==> config.mk <==
export PLATFORM = sky130hd
export DESIGN_NAME = pipeline_ctrl
export DESIGN_NICKNAME = d
export VERILOG_FILES = /design/src/rtl/pipe_ctrl_pkg.sv /design/src/rtl/hazard_detect.sv /design/src/rtl/pipeline_ctrl.sv
export SDC_FILE = /design/constraint.sdc
export NUM_CORES = 1
export LEC_CHECK = 0
export ABC_AREA = 0
export BUFFER_PORTS_ARGS = -buffer_cell sky130_fd_sc_hd__buf_2
export CAP_MARGIN = 20
export CORE_MARGIN = 5
export CORE_UTILIZATION = 49
export DETAILED_ROUTE_END_ITERATION = 8
export PLACE_DENSITY = 0.94
export SETUP_SLACK_MARGIN = 0.2
export SYNTH_ARGS = -nofsm -noshare
export SYNTH_HDL_FRONTEND = slang
export SYNTH_SLANG_ARGS = --single-unit
export TNS_END_PERCENT = 1
==> constraint.sdc <==
create_clock -name clk_i -period 2.8 [get_ports clk_i]
set_clock_uncertainty 0.1 [all_clocks]
set_input_delay 0.56 -clock clk_i [delete_from_list [all_inputs] [get_ports clk_i]]
set_output_delay 0.56 -clock clk_i [all_outputs]
set_load 0.05 [all_outputs]
==> src/rtl/pipe_ctrl_pkg.sv <==
// Shared types and constants for the pipeline stall/flush controller
// and the hazard comparator it shares with the forwarding unit.
package pipe_ctrl_pkg;

    // Controller states; the encoding is visible on state_o.
    typedef enum logic [1:0] {
        RUN      = 2'd0,
        LU_STALL = 2'd1,
        MEM_WAIT = 2'd2
    } state_t;

    // Register-specifier width (32 architectural registers).
    localparam int REG_W = 5;

    // Width of the load-use and memory-wait counters.
    localparam int CNT_W = 8;

    // Saturating increment: the counters stick at all-ones instead of wrapping.
    function automatic logic [CNT_W-1:0] satInc(input logic [CNT_W-1:0] v);
        return (v == {CNT_W{1'b1}}) ? v : v + 1'b1;
    endfunction

endpackage

==> src/rtl/hazard_detect.sv <==
// Load-use hazard comparator. Flags a load in ID/EX whose destination
// (other than r0) is a source of the instruction sitting in IF/ID.
// Purely combinational so it can be dropped into the forwarding unit as well.
module hazard_detect
    import pipe_ctrl_pkg::*;
(
    input  logic             i_memRead,
    input  logic [REG_W-1:0] i_exRt,
    input  logic [REG_W-1:0] i_ifRs,
    input  logic [REG_W-1:0] i_ifRt,
    output logic             o_hazard
);

    assign o_hazard = i_memRead
                    && (i_exRt != '0)
                    && ((i_exRt == i_ifRs) || (i_exRt == i_ifRt));

endmodule

==> src/rtl/pipeline_ctrl.sv <==
// Central stall/flush controller for the five-stage pipeline.
// Handles load-use bubbles, whole-pipeline freeze during data-memory waits
// (with a sticky timeout flag) and IF/ID flush on taken branches.
// Optional build macro PIPE_CTRL_PERF_EN adds stall/flush cycle counters.
// MEM_TIMEOUT is meaningful in the range 1..255 (wait counter is 8-bit).
module pipeline_ctrl
    import pipe_ctrl_pkg::*;
#(
    parameter int LU_CYCLES   = 1,
    parameter int MEM_TIMEOUT = 255
) (
    input  logic             clk_i,
    input  logic             rst_i,
    input  logic             id_ex_memread_i,
    input  logic [REG_W-1:0] id_ex_rt_i,
    input  logic [REG_W-1:0] if_id_rs_i,
    input  logic [REG_W-1:0] if_id_rt_i,
    input  logic             branch_taken_i,
    input  logic             mem_req_i,
    input  logic             mem_ack_i,
    output logic             pc_stall_o,
    output logic             if_id_stall_o,
    output logic             id_ex_stall_o,
    output logic             ex_mem_stall_o,
    output logic             if_id_flush_o,
    output logic             id_ex_bubble_o,
    output logic [1:0]       state_o,
    output logic             mem_err_o
`ifdef PIPE_CTRL_PERF_EN
   ,output logic [31:0]      stall_cnt_o,
    output logic [31:0]      flush_cnt_o
`endif
);

    localparam logic [CNT_W-1:0] LU_LAST  = CNT_W'(LU_CYCLES - 1);
    localparam logic [CNT_W-1:0] WAIT_MAX = CNT_W'(MEM_TIMEOUT);
    localparam logic [CNT_W-1:0] CNT_ONE  = CNT_W'(1);

    state_t           r_state;
    logic [CNT_W-1:0] r_waitCnt;
    logic [CNT_W-1:0] r_luCnt;
    logic             r_memErr;

    state_t           w_nextState;
    logic [CNT_W-1:0] w_nextWait;
    logic [CNT_W-1:0] w_nextLu;
    logic             w_setErr;
    logic             w_hazard;
    logic             w_memStall;
    logic             w_frontStall;
    logic             w_backStall;
    logic             w_flush;
    logic             w_bubble;

    hazard_detect u_hazard (
        .i_memRead (id_ex_memread_i),
        .i_exRt    (id_ex_rt_i),
        .i_ifRs    (if_id_rs_i),
        .i_ifRt    (if_id_rt_i),
        .o_hazard  (w_hazard)
    );

    assign w_memStall = mem_req_i & ~mem_ack_i;

    // Next-state and Mealy output decode; freeze beats load-use beats flush.
    always_comb begin
        w_nextState  = r_state;
        w_nextWait   = r_waitCnt;
        w_nextLu     = r_luCnt;
        w_setErr     = 1'b0;
        w_frontStall = 1'b0;
        w_backStall  = 1'b0;
        w_flush      = 1'b0;
        w_bubble     = 1'b0;
        case (r_state)
            RUN: begin
                if (w_memStall) begin
                    w_frontStall = 1'b1;
                    w_backStall  = 1'b1;
                    w_nextState  = MEM_WAIT;
                    w_nextWait   = CNT_ONE;
                end else if (w_hazard) begin
                    w_frontStall = 1'b1;
                    w_bubble     = 1'b1;
                    if (LU_CYCLES > 1) begin
                        w_nextState = LU_STALL;
                        w_nextLu    = CNT_ONE;
                    end
                end else if (branch_taken_i) begin
                    w_flush = 1'b1;
                end
            end
            LU_STALL: begin
                if (w_memStall) begin
                    w_frontStall = 1'b1;
                    w_backStall  = 1'b1;
                    w_nextState  = MEM_WAIT;
                    w_nextWait   = CNT_ONE;
                    w_nextLu     = '0;
                end else begin
                    w_frontStall = 1'b1;
                    w_bubble     = 1'b1;
                    if (r_luCnt >= LU_LAST) begin
                        w_nextState = RUN;
                        w_nextLu    = '0;
                    end else begin
                        w_nextLu = satInc(r_luCnt);
                    end
                end
            end
            MEM_WAIT: begin
                if (mem_ack_i) begin
                    w_nextState = RUN;
                    w_nextWait  = '0;
                end else begin
                    w_frontStall = 1'b1;
                    w_backStall  = 1'b1;
                    if (r_waitCnt == WAIT_MAX) begin
                        w_setErr    = 1'b1;
                        w_nextState = RUN;
                        w_nextWait  = '0;
                    end else begin
                        w_nextWait = satInc(r_waitCnt);
                    end
                end
            end
            default: begin
                w_nextState = RUN;
                w_nextWait  = '0;
                w_nextLu    = '0;
            end
        endcase
    end

    // State, counters and the sticky timeout flag; reset aborts any wait.
    always_ff @(posedge clk_i) begin
        if (rst_i) begin
            r_state   <= RUN;
            r_waitCnt <= '0;
            r_luCnt   <= '0;
            r_memErr  <= 1'b0;
        end else begin
            r_state   <= w_nextState;
            r_waitCnt <= w_nextWait;
            r_luCnt   <= w_nextLu;
            if (w_setErr) begin
                r_memErr <= 1'b1;
            end
        end
    end

    // While reset is held the pipeline is kept flushed and bubbled, never stalled.
    assign pc_stall_o     = ~rst_i & w_frontStall;
    assign if_id_stall_o  = ~rst_i & w_frontStall;
    assign id_ex_stall_o  = ~rst_i & w_backStall;
    assign ex_mem_stall_o = ~rst_i & w_backStall;
    assign if_id_flush_o  = rst_i | w_flush;
    assign id_ex_bubble_o = rst_i | w_bubble;
    assign state_o        = rst_i ? 2'd0 : r_state;
    assign mem_err_o      = r_memErr;

`ifdef PIPE_CTRL_PERF_EN
    logic [31:0] r_stallCnt;
    logic [31:0] r_flushCnt;

    // Free-running performance counters, wrapping modulo 2^32.
    always_ff @(posedge clk_i) begin
        if (rst_i) begin
            r_stallCnt <= '0;
            r_flushCnt <= '0;
        end else begin
            if (pc_stall_o) begin
                r_stallCnt <= r_stallCnt + 32'd1;
            end
            if (if_id_flush_o) begin
                r_flushCnt <= r_flushCnt + 32'd1;
            end
        end
    end

    assign stall_cnt_o = r_stallCnt;
    assign flush_cnt_o = r_flushCnt;
`endif

endmodule

# After elaboration in Yosys (flattened, before gate mapping)
# Cells that the tools add are included.
word_totals:
  mem_bits_ro: 0
  latch_bits: 0
  ff_bits: 19
  mem_bits_rw: 0
  mem_count: 0
  output_inout_bits: 9
  wordCells: 66
  in_bits: 21
op_classes:
  div: 0
  order_cmp: 1
  reduce_logical: 9
  n_mux: 31
  shifts: 0
  multipliers: 0
  n_addsub: 2
  bitwise: 8
  eq_ne: 11
ops:
  columns: ["cell", "n"]
  rows:
  - ["$mux W8", 6]
  - ["$pmux W8 S2", 2]
  - ["$add A8 B1 Y8 const B", 2]
  - ["$eq A8 B8 Y1 const B", 2]
  - ["$mux W1", 13]
  - ["$mux W2", 6]
  - ["$eq A5 B5 Y1", 2]
  - ["$ge A8 B1 Y1 const B", 1]
  - ["$ne A3 B3 Y1 const B", 2]
  - ["$pmux W2 S3", 1]
  - ["$reduce_bool A5 Y1", 1]
  - ["$ne A4 B4 Y1 const B", 1]
  - ["$pmux W1 S2", 2]
  - ["$reduce_or A2 Y1", 2]
  - ["$and A1 B1 Y1", 3]
  - ["$not A1 Y1", 3]
  - ["$pmux W1 S3", 1]
  - ["$reduce_and A3 Y1", 1]
  - ["$eq A2 B1 Y1 const B", 1]
  - ["$eq A2 B2 Y1 const B", 1]
  - ["$logic_and A1 B1 Y1", 2]
  - ["$logic_not A2 Y1", 1]
  - ["$ne A2 B1 Y1 const B", 1]
  - ["$ne A2 B2 Y1 const B", 1]
  - ["other kinds (3)", 4]

# Logic depth before layout (Yosys ltp)
logic_depth:
  word_depth: 7
  depth_mapped: 5
  depth_no_buf: 5

# Hierarchy
# Synthesis repeated with hierarchy kept, for this count alone.
unflattened:
  hier_cells: 85
  hier_area_um2: 683.2
modules_own_cells:
  columns: ["module", "seq_area_each_um2", "instances", "cells_each", "area_per_inst_um2"]
  rows:
  - ["pipeline_ctrl", 200.2, 1, 68, 558.0]
  - ["hazard_detect", 0.0, 1, 17, 125.1]

# Worst setup path before layout
# Ideal clock, no wire load.
synth_path:
  kind: "input port to output port"
  startpoint: "input id_ex_rt_i[3]"
  endpoint: "output pc_stall_o"
  stages: 5
  t_arrival_ps: 3170
  n_path_buf: 1
  path_slack_ps: -1030
  path_cell_list: "xor2_1 -> nor3_1 -> a22oi_1 -> o41ai_1 -> buf_4"
synth_between:
  elab_chain_cells: 7
  elab_cells_between_ends: 10
  classes_between: "2 x eq/ne; 3 x mux; 1 x bitwise; 4 x reduce/logical"
synth_rtl:
  columns: ["element", "line_no", "source"]
  rows:
  - ["from (decl)", "pipeline_ctrl.sv:15", "input logic [REG_W-1:0] id_ex_rt_i,"]
  - ["$eq A5 B5 Y1 / $reduce_bool A5 Y1 (equally long branches)", "hazard_detect.sv:16, hazard_detect.sv:15", null]
  - ["$logic_or A1 B1 Y1 / $logic_and A1 B1 Y1 (equally long branches)", "hazard_detect.sv:16, hazard_detect.sv:15", null]
  - ["$logic_and A1 B1 Y1 (*)", "hazard_detect.sv:16", "&& ((i_exRt == i_ifRs) || (i_exRt == i_ifRt));"]
  - ["$mux W1 (*)", "pipeline_ctrl.sv:82", "end else if (w_hazard) begin"]
  - ["$mux W1 (*)", "pipeline_ctrl.sv:77", "if (w_memStall) begin"]
  - ["$pmux W1 S3 (*)", "pipeline_ctrl.sv:75", "case (r_state)"]
  - ["$and A1 B1 Y1 (*)", null, null]
  - ["to (decl)", "pipeline_ctrl.sv:21", "output logic pc_stall_o,"]
# Mark *: on every way between the ends. The rest lies on a longest branch, timed or not.

# Worst setup path in the final report
layout_path:
  startpoint: "input id_ex_rt_i[2]"
  endpoint: "output pc_stall_o"
layout_between:
  elab_chain_cells: 7
  elab_cells_between_ends: 10
  classes_between: "2 x eq/ne; 3 x mux; 1 x bitwise; 4 x reduce/logical"
layout_rtl:
  columns: ["element", "line_no", "source"]
  rows:
  - ["$eq A5 B5 Y1 / $reduce_bool A5 Y1 (equally long branches)", "hazard_detect.sv:16, hazard_detect.sv:15", null]
  - ["$logic_or A1 B1 Y1 / $logic_and A1 B1 Y1 (equally long branches)", "hazard_detect.sv:16, hazard_detect.sv:15", null]
  - ["$logic_and A1 B1 Y1 (*)", "hazard_detect.sv:16", null]
  - ["$mux W1 (*)", "pipeline_ctrl.sv:82", null]
  - ["$mux W1 (*)", "pipeline_ctrl.sv:77", null]
  - ["$pmux W1 S3 (*)", "pipeline_ctrl.sv:75", null]
  - ["$and A1 B1 Y1 (*)", "pipeline_ctrl.sv:153", "assign pc_stall_o = ~rst_i & w_frontStall;"]
# Marked as above.

==> metrics <==
status=complete, no violations; remaining global-route overflow=0; die area=2277 µm²; Startpoint Class=input port; leakage=0.4196 nW; clock transition at the registers of the reported paths=0.07 ns; sequential element share of the synthesized area=28.73%; chip height=47.72 µm; Routed WL per cell=14.06 µm; TritonCTS buffer count=3; count of state elements after synthesis=10; fraction of registers with async set/reset=0%; RSZ-0062 raised after global routing=yes; hold depth=2; Final Util=68.19%; Peak VDD IR=0.2694 mV; post-route design area=898.4 µm²; arrival time of the worst setup path=1.88 ns; Synth Cell Area=696.9 µm²; min Tclk post-route=2.539 ns; DRT iter0 DRCs=20; clock power share=35.6%; GRT Total Usage=19.77%; average size of a mapped cell=7.920 µm²; synth top area cells=dfxtp_1, xor2_1, a21oi_1, nor2_1, o21ai_0; dpl hpwl=1445 µm; Tot Pwr=0.0003661 W; Seq pwr share=40.4%; worst r2r path cells=4; clk_lat worst skew=0.27 ns; HP Class=reg2reg; Setup Buffers After CTS=0; Vias=744; initial cell density of the core=52.90%; hold_ws=0.3950 ns; n_diodes=0; number of flops mapped to enable cells by yosys=0; clock sink total=10; CTS tree=done; vias in the first global route=800; DRT antenna net count=0; internal power=0.0002550 W; router iterations before antenna repair=4; Comb power frac=24.0%; Net Sw Frac=30.33%; max-slew violations=0; Synth top cells by count=nor2_1, xor2_1, dfxtp_1; Area Growth Syn to Fin=28.90%; area post-placement=859.6 µm²; drt total wl=1842 µm; Port Buffer Count=28; Ports=30; row count=13; Max FO, Critical Path=3; Final Hold Vio Count=0; Top FF cell, synth=dfxtp_1; Switching Power=0.0001110 W; PwrDens=407.5 nW/µm²; max-cap violations=0; Yosys warnings=0; Crit. End Element=output port; Synth top area share=28.73%; CTS max path bufs=2; Synthesized Nets=110; initial antenna violation count=0; Unique masters post-synth=33; Req. time, crit path=2.14 ns; Syn Inst Count=88; Layout Nets=139; H-tree level count=1; chip width=47.72 µm; share of cells above drive strength 1=33.62%; Resized cells post-CTS=0; Setup TNS Final=0 ns; maximum clock rate=393.8 MHz; Clk Tree Root Cell=clkbuf_4; via/cell ratio=5.679; largest net degree at the start of global routing=16; DR DRC count=0; first-pass GRT wire length=3180 µm; Setup CP Type=in2out; gpl congestion=0.8087; # setup viols final=0; # hold bufs at CTS=0; Core Area=1318 µm²; Synth area leader=dfxtp_1; fin crit share=90.69%
==> layout make-up <==
| cell class | instances | area [µm²] |
|---|---|---|
| repair buffers | 29 | 150.1 |
| multi-input cells | 71 | 485.5 |
| fillers | 111 | 419.2 |
| inverters | 2 | 7.507 |
| clock buffers | 4 | 36.28 |
| flip-flops and latches | 10 | 200.2 |
| well taps | 15 | 18.77 |
==> cells by family after synthesis <==
logic type               share of synthesized area [%]
XOR/XNOR                                         13.82
buffers and inverters                            5.387
AND/OR/NAND/NOR                                  26.21
other                                           0.5381
adder cells (fa/ha/maj)                          1.795
flip-flops                                       28.73
AO/OA/AOI/OAI                                    23.52
==> stage by stage <==
stage	setup slack [ns]	std cells
floorplan	0.04941	88
global placement	0.2519	127
detailed placement	0.2325	127
CTS	0.2205	131
global route	0.1840	131
finish	0.2608	131
==> layer usage <==
metal  wire [µm]  share of wire (%)  up-vias  GRT usage (%)
li1            -                  -      373              -
met1         735                 40      342          19.59
met2         970                 53       23          35.36
met3         101                5.5        6          7.143
met4          34                1.8        0          10.75
met5           0                  0        -              0
==> placed cells by master (no fill, tap or decap), types with 2 or more instances in the layout <==
cell type and n:
nor2b_1 3, clkbuf_4 4, nor2_1 11, inv_1 2, or4_1 2, a21oi_1 9, o21ai_0 5, a22oi_1 2
nand2_1 3, nor3_1 3, dfxtp_1 10, buf_2 27, xor2_1 11
==> path summary, 6_finish.rpt <==
path	to	from	slack [ns]
worst max-delay path	pc_stall_o	id_ex_rt_i[2]	0.26
worst min-delay path	mem_err_o	mem_err_o	0.40
worst max register to register	r_waitCnt[5]	r_state[1]	1.02
worst min register to register	mem_err_o	mem_err_o	0.40
==> power groups by stage <==
stage	logic [W]	registers [W]	clock network, W
final	0.0000878	0.000148	0.000130
after global routing	0.0000952	0.000148	0.000139
after CTS	0.0000873	0.000148	0.000133
after detailed placement	0.0000868	0.000151	0
after global placement	0.0000838	0.000151	0
after floorplan	0.0000612	0.000149	0
==> registers in the layout (all words and copies together) (netlist names) <==
name	count
r_waitCnt	8
r_state	1
mem_err_o	1
==> worst max-delay path: stages <==
cell and delay [ns]:
buf_2 0.12, xor2_1 0.16, nor3_1 0.19, a22oi_1 0.17, o41ai_4 0.36, buf_2 0.31
Note: power is estimated with default switching activity, not from simulation.
